File: config.mk
export PLATFORM = sky130hd
export DESIGN_NAME = led_blink_scheduler
export DESIGN_NICKNAME = d
export VERILOG_FILES = /design/src/rtl/led_blink_scheduler.sv
export SDC_FILE = /design/constraint.sdc
export NUM_CORES = 1
export LEC_CHECK = 0
export BUFFER_PORTS_ARGS = -buffer_cell sky130_fd_sc_hd__buf_4
export CAP_MARGIN = 10
export CORE_MARGIN = 2
export CORE_UTILIZATION = 30
export DETAILED_ROUTE_END_ITERATION = 10
export SLEW_MARGIN = 20
export SYNTH_ARGS = -nofsm -noshare
export SYNTH_HDL_FRONTEND = slang
export SYNTH_SLANG_ARGS = --single-unit
File: constraint.sdc
create_clock -name sys_clk -period 4.35 [get_ports sys_clk]
set_input_delay 1.305 -clock sys_clk [delete_from_list [all_inputs] [get_ports sys_clk]]
set_output_delay 1.305 -clock sys_clk [all_outputs]
set_load 0.01 [all_outputs]
File: src/rtl/led_blink_scheduler.sv
// LED blink scheduler: runs ON/OFF blink commands on a prescaled tick.
// Optional macro LED_BLINK_INFINITE_EN makes cmd_rep==0 repeat until abort.
module led_blink_scheduler #(
    parameter int unsigned TICK_DIV = 50000,
    parameter int unsigned LED_W    = 4
) (
    input  logic             sys_clk,
    input  logic             sys_rst,
    input  logic             cmd_valid,
    output logic             cmd_ready,
    input  logic [LED_W-1:0] cmd_mask,
    input  logic [15:0]      cmd_on,
    input  logic [15:0]      cmd_off,
    input  logic [7:0]       cmd_rep,
    input  logic             abort,
    output logic [LED_W-1:0] led,
    output logic             busy,
    output logic             done
);

    localparam int unsigned PW = 16;
    localparam int unsigned RW = 8;
`ifdef LED_BLINK_INFINITE_EN
    localparam bit INF_EN = 1'b1;
`else
    localparam bit INF_EN = 1'b0;
`endif

    typedef enum logic [1:0] {
        S_IDLE = 2'd0,
        S_ON   = 2'd1,
        S_OFF  = 2'd2,
        S_DONE = 2'd3
    } state_e;

    state_e            state_q, state_d;
    logic [PW-1:0]     presc_q, presc_d;
    logic [PW-1:0]     phase_q, phase_d;
    logic [RW-1:0]     rep_q, rep_d;
    logic [LED_W-1:0]  mask_q, mask_d;
    logic [PW-1:0]     on_q, on_d;
    logic [PW-1:0]     off_q, off_d;
    logic [LED_W-1:0]  led_q, led_d;
    logic              tick;
    logic              accept;
    logic              rep_end;
    logic              rep_inf;

    // State register
    always_ff @(posedge sys_clk) begin
        if (sys_rst) begin
            state_q <= S_IDLE;
            presc_q <= '0;
            phase_q <= '0;
            rep_q   <= '0;
            mask_q  <= '0;
            on_q    <= '0;
            off_q   <= '0;
            led_q   <= '0;
        end else begin
            state_q <= state_d;
            presc_q <= presc_d;
            phase_q <= phase_d;
            rep_q   <= rep_d;
            mask_q  <= mask_d;
            on_q    <= on_d;
            off_q   <= off_d;
            led_q   <= led_d;
        end
    end

    // Next-state, counters and registered LED drive
    always_comb begin
        state_d = state_q;
        phase_d = phase_q;
        rep_d   = rep_q;
        mask_d  = mask_q;
        on_d    = on_q;
        off_d   = off_q;
        rep_end = 1'b0;
        tick    = (presc_q == PW'(TICK_DIV - 1));
        presc_d = tick ? '0 : presc_q + PW'(1);
        accept  = cmd_valid && cmd_ready;
        rep_inf = INF_EN && (rep_q == '0);

        case (state_q)
            S_IDLE: begin
                if (accept) begin
                    mask_d  = cmd_mask;
                    on_d    = cmd_on;
                    off_d   = cmd_off;
                    rep_d   = cmd_rep;
                    presc_d = '0;
                    phase_d = '0;
                    if (!INF_EN && (cmd_rep == '0)) begin
                        state_d = S_DONE;
                    end else if (cmd_on != '0) begin
                        state_d = S_ON;
                    end else if (cmd_off != '0) begin
                        state_d = S_OFF;
                    end else begin
                        state_d = S_DONE;
                    end
                end
            end
            S_ON: begin
                if (abort) begin
                    state_d = S_DONE;
                end else if (tick) begin
                    if (phase_q + PW'(1) == on_q) begin
                        phase_d = '0;
                        if (off_q != '0) begin
                            state_d = S_OFF;
                        end else begin
                            rep_end = 1'b1;
                        end
                    end else begin
                        phase_d = phase_q + PW'(1);
                    end
                end
            end
            S_OFF: begin
                if (abort) begin
                    state_d = S_DONE;
                end else if (tick) begin
                    if (phase_q + PW'(1) == off_q) begin
                        phase_d = '0;
                        rep_end = 1'b1;
                    end else begin
                        phase_d = phase_q + PW'(1);
                    end
                end
            end
            S_DONE: begin
                state_d = S_IDLE;
            end
            default: begin
                state_d = S_IDLE;
            end
        endcase

        // Repetition bookkeeping; an infinite command never counts down
        if (rep_end) begin
            if (rep_inf) begin
                state_d = (on_q != '0) ? S_ON : S_OFF;
            end else begin
                rep_d = rep_q - RW'(1);
                if (rep_q == RW'(1)) begin
                    state_d = S_DONE;
                end else begin
                    state_d = (on_q != '0) ? S_ON : S_OFF;
                end
            end
        end

        led_d = (state_d == S_ON) ? mask_d : '0;
    end

    // Outputs decoded from registered state
    always_comb begin
        cmd_ready = (state_q == S_IDLE) && !abort && !sys_rst;
        busy      = (state_q != S_IDLE);
        done      = (state_q == S_DONE);
        led       = led_q;
    end

endmodule

==> flow_summary.json <==
{
  "critPathMaxStageDelay_ns": 0.69,
  "grt_overflow": 0,
  "slew_violations": 0,
  "p_int_mw": 1.25,
  "top_layer": "met4",
  "switching_share_pct": 27.4,
  "vias": 4905,
  "synth_edf_count": 0,
  "wl_met2_mm": 6.68,
  "wirelength_mm": 14.6,
  "area_delta_synth_final_pct": 16.3,
  "synth_largest_area_cell": "dfxtp_1",
  "critPathMaxFanout": 24,
  "first_global_vias": 4521,
  "wl_per_cell_um": 15.6,
  "critPathCaptureType": "flip-flop",
  "stdcell_area_um2": 6020,
  "h-tree-depth": 3,
  "finalCritPeriodShare_pct": 86.1,
  "drv_cap": 0,
  "combPwrFrac_pct": 14.1,
  "path_common_cell": "xnor2_1",
  "p_clk_share_pct": 39.7,
  "rows": 48,
  "ys_seq_elements": 82,
  "drc": 0,
  "ant_nets": 0,
  "ys_top_cells_by_count": "123 x nand2_1, 82 x dfxtp_1, 52 x a21oi_1, 48 x nor2_1",
  "ys_types": 69,
  "io_pins": 55,
  "synth_area_um2": 5180,
  "port-buffer-count": 54,
  "grtUsageTotal_pct": 16.4,
  "fillers": 1827,
  "power_mw": 1.73,
  "synth_ff_type": "dfxtp_1",
  "irDropWorstVdd_v": 0.000204,
  "start_util_pct": 30.3,
  "status": "completed",
  "die_area_um2": 18300,
  "period_minus_slack_ns": 3.75,
  "synth_top_cell_area_share_pct": 31.7,
  "core_area_um2": 17100,
  "drt_iter0_markers": 382,
  "tightest_slew_ns": 0.830,
  "drt-met1-wl_mm": 6.80,
  "clockBufferDepth": 2,
  "worst-endpoint-arrival_ns": 4.02,
  "leakage_nw": 2.08,
  "place_area_um2": 5760,
  "timing.fmax_mhz": 267,
  "dp_hpwl_mm": 11.0,
  "async_flop_share_pct": 0,
  "netlist_instances": 673,
  "synth_nets": 732,
  "nNetsFinal": 765,
  "holdBufCountCts": 0,
  "crit_path_cell_trace": "nand4_1 > or3_1 > xnor2_1 > xnor2_1 > and4b_1 > a21boi_0 > o21a_1 > o2111ai_1 > a21oi_1",
  "clk_pin_slew_ns": 0.06,
  "die_w_um": 135,
  "timing.hold.ws_ns": 0.448,
  "p_switching_mw": 0.473,
  "fin_tns_setup_ns": 0,
  "setup-violations-final": 0,
  "cts_sinks": 82,
  "clock_latency_ns": 0.35,
  "grt_max_degree": 65,
  "hold_viol_final": 0,
  "die_h_um": 135,
  "viasPerCell": 5.25,
  "cts.root.buffer_cell": "clkbuf_16",
  "diodes": 0,
  "synth_most_common_cell": "nand2_1",
  "relSlewSlack_pct": 44.7,
  "cellPowerDensity_nw_per_um2": 287,
  "fin_skew_ns": 0.00734,
  "hold_path_class": "flip-flop to flip-flop",
  "startpoint_type": "flip-flop",
  "rrSetupSlack_ns": 0.60,
  "yosys_warnings": 0,
  "grt_first_pass_wirelength_mm": 23.9,
  "gp_congestion": 0.899,
  "crit_slowest_cell": "o21a_1",
  "post_cts_buffers": 0,
  "wl_met3_um": 776,
  "syn_area_per_cell_um2": 7.69,
  "cts_tree": "yes",
  "worstSetupPathType": "flip-flop to flip-flop",
  "required_ns": 4.63,
  "cts_made_buffers": 9,
  "pwr-share-seq_pct": 46.2,
  "antenna_found_initial": 0,
  "layout-drive-gt1-share_pct": 14.8,
  "grt_setup_unrepaired": "false",
  "cts.repair.resized": 0,
  "ys_seq_area_share_pct": 31.7,
  "firstDrtPassIters": 5,
  "synth_area_leaders": "dfxtp_1 32%, nand2_1 8.9%, a21oi_1 5.0%, xnor2_1 3.9%, nor2_1 3.5%"
}
stage by stage:
stage               utilization (%)  worst slack [ns]  cells
floorplan                         -              1.21    673
detailed placement             33.8             0.624    920
finish                         35.3             0.603    934
global placement               33.8             0.659    920
CTS                            35.3             0.601    934
global route                   35.3             0.216    934
cell type report:
| class | instances | area (µm²) | share of cell area [%] |
|---|---|---|---|
| Clock buffer | 9 | 225 | 3.74 |
| Inverter | 12 | 45.0 | 0.748 |
| Timing Repair Buffer | 66 | 495 | 8.23 |
| Clock inverter | 5 | 33.8 | 0.561 |
| Tap cell | 225 | 282 | 4.68 |
| Multi-Input combinational cell | 535 | 3300 | 54.8 |
| Sequential cell | 82 | 1640 | 27.3 |
worst max-delay path, delay by kind of cell (launching register included):
family          cells  cell delay [ns]
compound gates      4             1.29
xor+xnor            2             0.69
flops               1             0.57
simple gates        3             1.12
layer usage:
metal | up-vias | global-route usage [%]
met4 | 0 | 5.61
li1 | 2489 | -
met5 | - | 0
met3 | 20 | 3.55
met2 | 120 | 26.2
met1 | 2276 | 22.0
flip-flops by register name, indices dropped and copies added (netlist names):
name,count
led,4
mask_q,4
off_q,16
on_q,16
phase_q,16
presc_q,16
rep_q,8
state_q,2
path summary, 6_finish.rpt:
| path | start | endpoint | depth (start not counted) |
|---|---|---|---|
| worst min-delay path | presc_q[0] | presc_q[0] | 1 |
| worst max-delay path | phase_q[3] | phase_q[1] | 9 |
| worst min register to register | presc_q[0] | presc_q[0] | 1 |
| worst max register to register | phase_q[3] | phase_q[1] | 9 |
power groups by stage:
stage / Combinational [mW] / Clock [mW] / Sequential (mW)
global route: 0.271 / 0.737 / 0.800
global placement: 0.242 / 0 / 0.813
detailed placement: 0.243 / 0 / 0.814
floorplan: 0.157 / 0 / 0.805
finish: 0.243 / 0.685 / 0.797
CTS: 0.244 / 0.710 / 0.797
placed cells by master (no fill, tap or decap), drive strengths merged, types with 5 or more instances in the layout:
cell type | netlist | routed
and3 | 7 | 7
nor2 | 49 | 49
a21oi | 54 | 54
and4 | 5 | 5
inv | 12 | 12
nor3b | 9 | 9
nor3 | 25 | 25
nand3 | 24 | 24
o21ai | 20 | 20
ha | 11 | 11
or3 | 5 | 5
xnor2 | 23 | 23
o211ai | 7 | 7
a31oi | 14 | 14
buf | 20 | 66
nand4 | 19 | 19
o21a | 7 | 7
nor4 | 28 | 28
and2 | 9 | 9
nor2b | 7 | 7
xor2 | 20 | 20
dfxtp | 82 | 82
clkbuf | 24 | 9
nand2 | 123 | 123
a211oi | 6 | 6
kinds of logic after synthesis:
family / synth area share, %
xor gates and xnor gates: 8.58
buffers and inverters: 4.66
muxes: 1.23
AOI/OAI and AO/OA: 19.1
DFF: 31.7
adders and majority gates: 2.66
and+or+nand+nor: 32.0
Power figures use the tool's default switching activity.
